$ cat src/rtl/stim_pattern_gen.sv
// stim_pattern_gen: clocked stimulus source for DUT benches and on-board self-test.
// Sweeps N_CH channels through binary, Gray, walking-one or walking-zero patterns.
// Each pattern is held for HOLD cycles. Supports single or continuous sweeps,
// abort via stop, and a one-cycle done pulse. Every output is driven from a flop.
module stim_pattern_gen #(
    parameter int N_CH   = 2,
    parameter int HOLD   = 100,
    parameter int HOLD_W = 7
) (
    input  logic            clk,
    input  logic            rst_n,
    input  logic            start,
    input  logic            stop,
    input  logic [1:0]      mode,
    input  logic            continuous,
    output logic [N_CH-1:0] pattern_out,
    output logic            step,
    output logic            busy,
    output logic            done,
    output logic [7:0]      sweep_cnt
);

    typedef enum logic [1:0] {
        ST_IDLE = 2'b00,
        ST_RUN  = 2'b01,
        ST_DONE = 2'b10
    } state_t;

    // Last hold count before an advance, and last index of each sequence family.
    localparam logic [HOLD_W-1:0] HOLD_LAST = HOLD_W'(HOLD - 1);
    localparam logic [N_CH:0]     IDX_LAST_COUNT = (N_CH + 1)'((2 ** N_CH) - 1);
    localparam logic [N_CH:0]     IDX_LAST_WALK  = (N_CH + 1)'(N_CH - 1);

    // Pattern for index i under sequence mode m.
    function automatic logic [N_CH-1:0] pat_f(input logic [1:0] m, input logic [N_CH:0] i);
        logic [N_CH-1:0] low_v;
        logic [N_CH-1:0] one_v;
        logic [N_CH-1:0] res_v;
        low_v = i[N_CH-1:0];
        one_v = N_CH'(1'b1) << i;
        case (m)
            2'b00:   res_v = low_v;
            2'b01:   res_v = low_v ^ (low_v >> 1);
            2'b10:   res_v = one_v;
            2'b11:   res_v = ~one_v;
            default: res_v = {N_CH{1'b0}};
        endcase
        return res_v;
    endfunction

    state_t            state_r, state_s;
    logic [HOLD_W-1:0] hold_r, hold_s;
    logic [N_CH:0]     idx_r, idx_s;
    logic [1:0]        mode_r, mode_s;
    logic              cont_r, cont_s;
    logic [N_CH-1:0]   pattern_r, pattern_s;
    logic              step_r, step_s;
    logic              busy_r, busy_s;
    logic              done_r, done_s;
    logic [7:0]        sweep_r, sweep_s;
    logic              last_s;

    assign pattern_out = pattern_r;
    assign step        = step_r;
    assign busy        = busy_r;
    assign done        = done_r;
    assign sweep_cnt   = sweep_r;

    // State register and all output flops.
    always_ff @(posedge clk or negedge rst_n) begin
        if (!rst_n) begin
            state_r   <= ST_IDLE;
            hold_r    <= {HOLD_W{1'b0}};
            idx_r     <= {(N_CH + 1){1'b0}};
            mode_r    <= 2'b00;
            cont_r    <= 1'b0;
            pattern_r <= {N_CH{1'b0}};
            step_r    <= 1'b0;
            busy_r    <= 1'b0;
            done_r    <= 1'b0;
            sweep_r   <= 8'd0;
        end else begin
            state_r   <= state_s;
            hold_r    <= hold_s;
            idx_r     <= idx_s;
            mode_r    <= mode_s;
            cont_r    <= cont_s;
            pattern_r <= pattern_s;
            step_r    <= step_s;
            busy_r    <= busy_s;
            done_r    <= done_s;
            sweep_r   <= sweep_s;
        end
    end

    // Next-state and next-output logic; stop outranks start and any advance.
    always_comb begin
        state_s   = state_r;
        hold_s    = hold_r;
        idx_s     = idx_r;
        mode_s    = mode_r;
        cont_s    = cont_r;
        pattern_s = pattern_r;
        step_s    = 1'b0;
        busy_s    = busy_r;
        done_s    = 1'b0;
        sweep_s   = sweep_r;
        last_s    = mode_r[1] ? (idx_r == IDX_LAST_WALK) : (idx_r == IDX_LAST_COUNT);

        case (state_r)
            ST_IDLE: begin
                pattern_s = {N_CH{1'b0}};
                busy_s    = 1'b0;
                hold_s    = {HOLD_W{1'b0}};
                idx_s     = {(N_CH + 1){1'b0}};
                if (start && !stop) begin
                    state_s   = ST_RUN;
                    mode_s    = mode;
                    cont_s    = continuous;
                    pattern_s = pat_f(mode, {(N_CH + 1){1'b0}});
                    step_s    = 1'b1;
                    busy_s    = 1'b1;
                    sweep_s   = 8'd0;
                end else begin
                    state_s = ST_IDLE;
                end
            end
            ST_RUN: begin
                if (stop) begin
                    state_s   = ST_IDLE;
                    pattern_s = {N_CH{1'b0}};
                    busy_s    = 1'b0;
                    hold_s    = {HOLD_W{1'b0}};
                    idx_s     = {(N_CH + 1){1'b0}};
                end else if (hold_r == HOLD_LAST) begin
                    hold_s = {HOLD_W{1'b0}};
                    if (!last_s) begin
                        idx_s     = idx_r + {{N_CH{1'b0}}, 1'b1};
                        pattern_s = pat_f(mode_r, idx_r + {{N_CH{1'b0}}, 1'b1});
                        step_s    = 1'b1;
                    end else if (cont_r) begin
                        idx_s     = {(N_CH + 1){1'b0}};
                        pattern_s = pat_f(mode_r, {(N_CH + 1){1'b0}});
                        step_s    = 1'b1;
                        sweep_s   = (sweep_r == 8'd255) ? sweep_r : (sweep_r + 8'd1);
                    end else begin
                        state_s   = ST_DONE;
                        idx_s     = {(N_CH + 1){1'b0}};
                        pattern_s = {N_CH{1'b0}};
                        busy_s    = 1'b0;
                        done_s    = 1'b1;
                    end
                end else begin
                    hold_s = hold_r + {{(HOLD_W - 1){1'b0}}, 1'b1};
                end
            end
            ST_DONE: begin
                state_s   = ST_IDLE;
                pattern_s = {N_CH{1'b0}};
                busy_s    = 1'b0;
            end
            default: begin
                state_s   = ST_IDLE;
                hold_s    = {HOLD_W{1'b0}};
                idx_s     = {(N_CH + 1){1'b0}};
                pattern_s = {N_CH{1'b0}};
                busy_s    = 1'b0;
            end
        endcase
    end

endmodule

$ cat config.mk
export PLATFORM = sky130hd
export DESIGN_NAME = stim_pattern_gen
export DESIGN_NICKNAME = d
export VERILOG_FILES = /design/src/rtl/stim_pattern_gen.sv
export SDC_FILE = /design/constraint.sdc
export NUM_CORES = 1
export LEC_CHECK = 0
export BUFFER_PORTS_ARGS = -buffer_cell sky130_fd_sc_hd__buf_4
export CAP_MARGIN = 20
export CORE_MARGIN = 4
export CORE_UTILIZATION = 28
export DETAILED_ROUTE_END_ITERATION = 8
export SLEW_MARGIN = 15
export SYNTH_ARGS = -nofsm -noshare
export SYNTH_HDL_FRONTEND = slang
export SYNTH_SLANG_ARGS = --single-unit
$ cat constraint.sdc
create_clock -name clk -period 3.45 [get_ports clk]
set_clock_uncertainty 0.1 [all_clocks]
set_input_delay 0.5175 -clock clk [delete_from_list [all_inputs] [get_ports clk]]
set_output_delay 0.5175 -clock clk [all_outputs]
set_load 0.005 [all_outputs]
==> results.yml, run 1 <==
power_and_ir_drop:
  p_sw_share_pct: 25.98
  p_seq_share_pct: 50.4
  pwr-share-comb_pct: 13.4
  p_int_uw: 549.7
  vdd_ir_drop_max_uv: 280.3
  clock_power_share_pct: 36.3
  p_leak_nw: 0.8138
  power.density_nw_per_um2: 394.4
  fin_total_pwr_uw: 742.6
  p_switching_uw: 192.9
run_status:
  status: "finished, final reports clean"
final_layout:
  synthToLayoutAreaGrowth_pct: 18.32
  fin_area_um2: 1883
  fillers: 577
  finalCoreUtilization_pct: 34.20
  drive_above_1_share_pct: 17.74
  antenna_cells: 0
  num-nets-final: 197
clock_network:
  worstSkewPairLatency_ns: 0.28
  cts_buffer_depth: 2
  path_clk_slew_ns: 0.11
  cts_tree: "done"
  hold_buffers: 0
  h-tree-depth: 1
  cts_setup_buffers: 0
  root_buffer: "clkbuf_8"
  post_cts_resized: 0
  cts.sinks: 28
  numCtsBuffers: 3
yosys:
  seq_area_frac_synth_pct: 44.03
  avgSynthCellArea_um2: 9.530
  ys_ff_latch: 28
  syn_area_um2: 1592
  synth_nets: 177
  synthCells: 167
  synth_ff_type: "dfrtp_1"
  synth_edf_count: 0
  yosysWarnings: 0
  synth.distinct_cells: 45
  ys_async_sr_fraction_pct: 100.0
placed_design:
  place_hpwl_um: 2505
  gp_congestion: 0.8218
  port_buffers: 19
  place_area_um2: 1812
sta:
  worst_pin_slew_ns: 0.7758
  min_period_over_period_pct: 73.70
  fmax_mhz: 393.3
  setup_violations: 0
  rsz0062_at_grt: "false"
  maxSlewViolCount: 0
  max-slew-margin-rel_pct: 48.17
  hold_viol: 0
  tns_ns: 0
  period_needed_ns: 2.543
routing:
  drt-initial-drc-count: 72
  wl_um: 3484
  drcViolationCount: 0
  post_drt_via_cell_ratio: 5.039
  vias: 1300
  ant_nets: 0
  first_pass_iters: 4
  wire_per_inst_um: 13.50
die:
  std_cell_rows: 27
  die_area_um2: 6954
  die_w_um: 83.39
  start_util_pct: 28.90
  core_area_um2: 5507
  pin_count: 20
  fp.dieH_um: 83.39
setup_path:
  ff2ff_setup_slack_ns: 0.91
  cp-start-kind: "flip-flop"
  arrival_ns: 2.62
  path_class: "flip-flop to flip-flop"
  endpoint_kind: "flip-flop"
  cp_max_fo: 5
  critPathRequiredTime_ns: 3.53
grt:
  grt_pass1_vias: 1253
  grt_pass1_wl_um: 6003
  grt_max_degree: 29
  antenna_found_initial: 0
  grt-ovfl-total: 0
  grt.total_usage_pct: 10.39
worst_hold_path:
  hold_class: "primary input to async pin"
job:
  maxCapViolations: 0
power groups by stage:
stage | combinational [mW] | clock, mW | sequential (mW)
6_report | 0.0992 | 0.269 | 0.374
5_1_grt | 0.113 | 0.290 | 0.380
4_1_cts | 0.101 | 0.277 | 0.374
3_5_place_dp | 0.101 | 0 | 0.381
3_3_place_gp | 0.100 | 0 | 0.380
2_1_floorplan | 0.0695 | 0 | 0.370
stage by stage:
step	hold WS (ns)	worst slack, ns	cells
after floorplan	0.1219	1.034	167
final	0.03755	0.9073	258
after detailed placement	0.3645	0.8996	254
after global routing	0.04978	0.8039	258
after CTS	0.04855	0.9073	258
after global placement	0.3632	0.9146	254
final timing paths:
check,start,to,cells after the start
max,hold_r[4],sweep_cnt[0],5
min,rst_n,sweep_cnt[6],1
max reg2reg,hold_r[4],sweep_cnt[0],5
min reg2reg,busy,busy,1
max in group asynchronous,rst_n,hold_r[2],1
min in group clk,continuous,cont_r,2
state kept, by name, indices dropped and copies added (netlist names):
name and cells:
pattern_out 2, step 1, done 1, idx_r 3, sweep_cnt 8, state_r 2, busy 1, mode_r 2
cont_r 1, hold_r 7
placed cells by master (no fill, tap or decap), types with 3 or more instances in the layout:
cell type	n
nand2b_1	5
clkbuf_8	3
a22o_1	3
and2b_1	3
buf_4	20
xor2_1	3
ha_1	3
nand4_1	3
nor3_1	6
a21oi_1	6
nand2_1	15
dfrtp_1	28
nor2_1	15
o21ai_0	19
nor2_2	3
inv_1	3
nand3_1	4
xnor2_1	7
nor2b_1	4
critical path: stages (launching register included):
cell and delay, ns:
dfrtp_1 0.42, or4b_4 0.56, nor2_2 0.18, or4b_1 0.49, a2111o_1 0.45, a22o_1 0.23
synth_stat cells (2+ instances only):
cell type  count  area, um^2
xor2_1         3       26.28
xnor2_1        7       61.31
nand4_1        3       18.77
and3_1         2       12.51
nor3_1         6       30.03
a22o_1         3       26.28
nand4bb_1      2       22.52
dfrtp_1       28       700.7
clkbuf_1       4       15.01
nand2_1       15       56.30
o21bai_1       2       15.01
and2b_1        3       22.52
a211oi_1       2       15.01
inv_1          3       11.26
nand3_1        4       20.02
nor2_2         3       18.77
nor2b_1        4       25.02
a21oi_1        6       30.03
o21ai_0       19       95.09
nand2b_1       5       31.28
mux2_2         2       22.52
a311oi_1       2       17.52
ha_1           3       37.54
nor2_1        15       56.30
layout make-up:
cell class                 count  area, um^2  share of cell area [%]
clock inverter                 1       30.03                   1.595
tap                           72       90.09                   4.784
clock buffer                   3       41.29                   2.193
timing repair buffer          20       150.1                   7.973
sequential                    28       700.7                   37.21
multi-input combinational    131       859.6                   45.65
inverter                       3       11.26                  0.5980
routing by layer:
metal | track usage, % | up-vias | wire, um | share of wire [%]
li1 | - | 645 | - | -
met1 | 13.72 | 625 | 1718 | 49
met2 | 16.55 | 28 | 1555 | 45
met3 | 3.075 | 2 | 181 | 5.2
met4 | 2.675 | 0 | 29 | 0.83
met5 | 0 | - | 0 | 0
cells by family after synthesis:
family / after synthesis / synth area share [%]
multiplexers: 3 / 2.044
XOR/XNOR: 10 / 5.504
AND/OR/NAND/NOR: 74 / 26.81
buffers and inverters: 8 / 1.965
flip-flops: 28 / 44.03
AO/OA/AOI/OAI: 41 / 17.30
adder cells (fa/ha/maj): 3 / 2.359
No activity file was read; power rests on OpenSTA's default activity.
==> inputs of run 2 (changes only) <==
Clock period 3.45 ns to 2.5 ns, I/O delays scaled along.
==> run 2 against run 1 <==
- non-clock buffer count increased by 12
- largest cell class unchanged
- power increased by 40%
- count of clock-buffer cells in the layout unchanged
- setup slack got worse by 0.80 ns
- highest routed layer unchanged
- via count increased by 2.8%
- maximum frequency increased by 6.5%
- global-route usage increased by 0.49 points
- first-iteration DRC count increased by 11%
- die area unchanged
- sequential share of layout area decreased by 1.8 points
- core utilization increased by 1.7 points
==> results.yml, run 2 (synthesis gave the netlist of run 1 again) <==
grt:
  grt_pass1_vias: 1318
  grt_pass1_wl_um: 6279
  grt-ovfl-total: 0
  antenna_found_initial: 0
  grt_max_degree: 29
  grt.total_usage_pct: 10.88
sta:
  min_period_over_period_pct: 95.54
  setup_violations: 0
  tns_ns: 0
  rsz0062_at_grt: "false"
  worst_pin_slew_ns: 0.5669
  max-slew-margin-rel_pct: 62.13
  hold_viol: 0
  period_needed_ns: 2.388
  fmax_mhz: 418.7
  whs_ns: 0.2128
  maxSlewViolCount: 0
worst_hold_path:
  hold_class: "primary input to flip-flop"
  whs_path_depth: 3
  worstHoldStart: "mode[1]"
  holdPathEnd: "mode_r[1]"
routing:
  post_drt_via_cell_ratio: 4.948
  drt-initial-drc-count: 80
  wl_um: 3599
  wire_per_inst_um: 13.33
  vias: 1336
  first_pass_iters: 4
  drcViolationCount: 0
  ant_nets: 0
final_layout:
  antenna_cells: 0
  num-nets-final: 209
  drive_above_1_share_pct: 22.73
  synthToLayoutAreaGrowth_pct: 24.37
  final_cell_mix: "31 x buf_4, 28 x dfrtp_1, 19 x o21ai_0, 15 x nand2_1, 15 x nor2_1"
  fillers: 550
  finalCoreUtilization_pct: 35.95
  final_common_cell: "buf_4"
  largest_reg_flops: 8
placed_design:
  place_hpwl_um: 2632
  port_buffers: 19
  gp_congestion: 0.8252
power_and_ir_drop:
  p_seq_share_pct: 49.5
  pwr-share-comb_pct: 15.2
  p_switching_uw: 269.6
  p_int_uw: 770.1
  p_leak_nw: 0.8786
  fin_total_pwr_mw: 1.040
  power.density_nw_per_um2: 525.3
  p_sw_share_pct: 25.93
  clock_power_share_pct: 35.3
  vdd_ir_drop_max_uv: 328.9
clock_network:
  numCtsBuffers: 3
  root_buffer: "clkbuf_8"
  worstSkewPairLatency_ns: 0.28
  cts.sinks: 28
  cts_setup_buffers: 0
  path_clk_slew_ns: 0.10
  cts_tree: "done"
  cts_buffer_depth: 2
  h-tree-depth: 1
setup_path:
  ff2ff_setup_slack_ns: 0.11
  path_class: "flip-flop to flip-flop"
  rr_endpoint: "sweep_cnt[0]"
  critPathRequiredTime_ns: 2.58
  cp-start-kind: "flip-flop"
  rr_startpoint: "hold_r[4]"
  endpoint_kind: "flip-flop"
  arrival_ns: 2.47
  reg2reg_depth: 5
  cp_max_fo: 3
die:
  die_area_um2: 6954
  die_w_um: 83.39
  core_area_um2: 5507
  start_util_pct: 28.90
  fp.dieH_um: 83.39
  std_cell_rows: 27
  pin_count: 20
run_status:
  status: "finished, final reports clean"
job:
  maxCapViolations: 0
[run 2: changes by cell type in the layout (fill, tap and decap cells not counted)]
cell           delta
or4_1             -1
dlygate4sd3_1     +1
buf_4            +11
or4_4             +1
[run 2: cell type report]
cell class / instances / area, um^2 / area share [%]
well taps: 72 / 90.09 / 4.551
flip-flops and latches: 28 / 700.7 / 35.40
repair buffers: 32 / 242.7 / 12.26
inverters: 3 / 11.26 / 0.5689
multi-input cells: 131 / 863.3 / 43.62
clock inverters: 1 / 30.03 / 1.517
clock buffers: 3 / 41.29 / 2.086
[run 2: what timing repair did]
| action | in CTS | in global routing |
|---|---|---|
| gates resized for setup | 0 | 1 |
| hold buffers | 1 | 0 |
| setup endpoints to repair | 0 | 1 |
| endpoints found under the hold margin | 28 | 0 |
[run 2: how the worst max path moves through the flow]
stage | start | end | slack, ns | depth (start not counted)
global route | hold_r[4] | sweep_cnt[0] | 0.04 | 5
CTS | hold_r[4] | sweep_cnt[2] | 0.02 | 5
detailed placement | hold_r[4] | sweep_cnt[2] | 0.04 | 5
finish | hold_r[4] | sweep_cnt[0] | 0.11 | 5
global placement | hold_r[4] | sweep_cnt[2] | 0.08 | 5
floorplan | hold_r[4] | sweep_cnt[0] | 0.08 | 5
[run 2: critical path, cell delays in order, from the launching register on]
cell and delay [ns]:
dfrtp_1 0.39, or4b_4 0.56, nor2_2 0.11, or4b_1 0.46, a2111o_1 0.44, a22o_1 0.23
[run 2: power groups by stage]
stage                     Clock [mW]  Sequential [mW]  Combinational (mW)
after floorplan                    0            0.510              0.0958
after global placement             0            0.523               0.156
after detailed placement           0            0.523               0.157
after CTS                      0.381            0.514               0.160
after global routing           0.401            0.519               0.180
final                          0.367            0.514               0.158
[run 2: layer usage]
layer  wire length [um]  global-route usage, %  vias to the layer above
met5                  0                      0                        -
met4                 27                  2.229                        0
met3                150                  3.175                        4
met2               1689                  17.49                       22
met1               1732                  14.51                      644
li1                   -                      -                      666
[run 2: through the flow]
stage                     std cells  cell area, um^2  setup WS [ns]
after floorplan                 167             1592        0.08438
after global placement          265             1894        0.07948
after detailed placement        265             1894        0.04337
after CTS                       270             1976        0.02305
after global routing            270             1979        0.04368
final                           270             1979         0.1116
==> inputs of run 3 (changes only) <==
--- a/config.mk
+++ b/config.mk
@@ -7,2 +7,3 @@
 export LEC_CHECK = 0
+export ABC_AREA = 1
 export BUFFER_PORTS_ARGS = -buffer_cell sky130_fd_sc_hd__buf_4
==> constraint.sdc (replaced) <==
create_clock -name clk -period 2.5 [get_ports clk]
set_clock_uncertainty 0.1 [all_clocks]
set_input_delay 0 -clock clk [delete_from_list [all_inputs] [get_ports clk]]
set_output_delay 0 -clock clk [all_outputs]
set_load 0.005 [all_outputs]
==> run 3 against run 2 <==
- sequential cell count is the same
- final cell count up 14%
- setup slack gained 0.56 ns
- core utilization shrank 0.62 points
- non-clock buffer count is 8 lower
- count of clock-buffer cells in the layout unchanged
- wire length shrank 8.3%
==> results.yml, run 3 <==
run_status:
  status: "finished, final reports clean"
power_and_ir_drop:
  pwr-share-comb_pct: 38.2
  p_sw_share_pct: 38.69
  p_int_uw: 980.8
  vdd_ir_drop_max_uv: 398.1
  p_leak_nw: 0.9285
  power.density_nw_per_um2: 812.3
  clock_power_share_pct: 22.4
  p_seq_share_pct: 39.5
  p_switching_uw: 618.9
  fin_total_pwr_mw: 1.600
yosys:
  avgSynthCellArea_um2: 7.783
  synth_edf_count: 0
  ys_async_sr_fraction_pct: 100.0
  seq_area_frac_synth_pct: 43.08
  synth_common_cells: "59 x nand2_1, 28 x dfrtp_1, 19 x inv_1, 14 x nand3_1, 13 x nor2_1"
  synthMostInstantiatedCell: "nand2_1"
  syn_area_um2: 1627
  yosys-top-cells-area: "dfrtp_1 43%, nand2_1 14%, inv_1 4.4%"
  synth_nets: 219
  ys_ff_latch: 28
  synth_top_area_cell: "dfrtp_1"
  yosysWarnings: 0
  synthCells: 209
  yosysTopAreaCellShare_pct: 43.08
  synth_ff_type: "dfrtp_1"
  synth.distinct_cells: 29
setup_path:
  path_buf_inv: 0
  cp_max_fo: 16
  path_delay_family: "simple AND/OR/NAND/NOR gates"
  crit_chain: "ha_1, nor3b_1, nand2_1, nand2_1, nand2_1, nor2_1, nand2_2, nand2_1, o21ai_2"
  crit_slowest_cell: "dfrtp_1"
  path_class: "flip-flop to flip-flop"
  endpoint_kind: "flip-flop"
  crit_top_cell: "nand2_1"
  arrival_ns: 1.89
  cp-start-kind: "flip-flop"
  critPathRequiredTime_ns: 2.57
  cp_slowest_stage_delay_ns: 0.39
clock_network:
  cts_tree: "done"
  cts.sinks: 28
  worstSkewPairLatency_ns: 0.28
  cts_buffer_depth: 2
  h-tree-depth: 1
  root_buffer: "clkbuf_8"
  cts_setup_buffers: 0
  post_cts_resized: 0
  path_clk_slew_ns: 0.10
  hold_buffers: 5
  numCtsBuffers: 3
final_layout:
  largest_reg_flops: 8
  fin_cells: 308
  fillers: 584
  final_cell_mix: "59 x nand2_1, 28 x dfrtp_1, 19 x inv_1, 19 x buf_4, 14 x nand3_1"
  final_common_cell: "nand2_1"
  synthToLayoutAreaGrowth_pct: 21.08
  antenna_cells: 0
  num-nets-final: 247
  seq_area_um2: 700.7
  finalCoreUtilization_pct: 35.33
  multi_input_area_um2: 802.0
  drive_above_1_share_pct: 24.15
routing:
  wl_um: 3299
  wire_per_inst_um: 10.71
  drcViolationCount: 0
  vias: 1365
  drt-initial-drc-count: 58
  ant_nets: 0
  post_drt_via_cell_ratio: 4.432
  first_pass_iters: 4
grt:
  grt_max_degree: 29
  grt_pass1_wl_um: 5934
  grt_pass1_vias: 1298
  grt.total_usage_pct: 10.12
  grt-ovfl-total: 0
  antenna_found_initial: 0
die:
  pin_count: 20
  die_w_um: 84.22
  die_area_um2: 7092
  fp.dieH_um: 84.22
  start_util_pct: 29.18
  std_cell_rows: 27
  core_area_um2: 5574
sta:
  rsz0062_at_grt: "false"
  layout_setup_ws_ns: 0.6754
  min_period_over_period_pct: 72.98
  hold_viol: 0
  max-slew-margin-rel_pct: 70.17
  setup_violations: 0
  fmax_mhz: 548.1
  worst_pin_slew_ns: 0.4458
  maxSlewViolCount: 0
  period_needed_ns: 1.825
  tns_ns: 0
placed_design:
  dp.cells: 299
  gp_congestion: 0.7847
  pre_cts_slack_ns: 0.6853
  place_hpwl_um: 2510
  port_buffers: 19
job:
  maxCapViolations: 0
worst_hold_path:
  hold_class: "primary input to async pin"
-- run 3: kinds of logic (layout without fill, tap and decap cells) --
| family | count (synthesis) | count (layout) | synth area share (%) |
|---|---|---|---|
| buffers and inverters | 31 | 58 | 7.615 |
| adders and majority gates | 3 | 3 | 2.308 |
| DFF | 28 | 28 | 43.08 |
| xor gates and xnor gates | 3 | 3 | 1.616 |
| and+or+nand+nor | 108 | 108 | 30.39 |
| AOI/OAI and AO/OA | 36 | 36 | 15.00 |
-- run 3: worst register-to-register path: stages (launching register included) --
cell,delay [ns]
dfrtp_1,0.39
ha_1,0.21
nor3b_1,0.19
nand2_1,0.12
nand2_1,0.07
nand2_1,0.04
nor2_1,0.12
nand2_2,0.25
nand2_1,0.16
o21ai_2,0.06
-- run 3: path summary, 6_finish.rpt --
check	start	endpoint	slack, ns	cells after the start
worst max-delay path	hold_r[0]	sweep_cnt[3]	0.68	9
worst min-delay path	rst_n	pattern_out[1]	0.08	2
worst max register to register	hold_r[0]	sweep_cnt[3]	0.68	9
worst min register to register	hold_r[6]	hold_r[6]	0.37	1
max in group asynchronous	rst_n	sweep_cnt[2]	1.95	2
min in group clk	start	cont_r	0.11	5
-- run 3: area by class of cell --
type                       count  share of cell area, %
sequential                    28                  35.58
clock buffer                   3                  2.097
multi-input combinational    150                  40.72
tap                           72                  4.574
timing repair buffer          24                  9.784
inverter                      30                  5.718
clock inverter                 1                  1.525
-- run 3: power groups by stage --
| stage | Clock [mW] | Sequential (mW) | Combinational (mW) |
|---|---|---|---|
| after floorplan | 0 | 0.629 | 0.451 |
| after global placement | 0 | 0.639 | 0.608 |
| after detailed placement | 0 | 0.642 | 0.613 |
| after CTS | 0.366 | 0.633 | 0.623 |
| after global routing | 0.387 | 0.646 | 0.698 |
| final | 0.358 | 0.631 | 0.610 |
-- run 3: per-stage QoR --
stage | area (um^2) | hold slack (ns)
2_1_floorplan | 1627 | -0.3956
3_3_place_gp | 1848 | -0.1563
3_5_place_dp | 1848 | -0.1533
4_1_cts | 1969 | 0.1010
5_1_grt | 1969 | 0.1178
6_report | 1969 | 0.08052
-- run 3: metal layers --
layer	track usage (%)	share of wire, %	up-vias
li1	-	-	726
met1	14.10	51	610
met2	15.49	44	24
met3	1.865	2.8	5
met4	3.947	1.8	0
met5	0	0	-
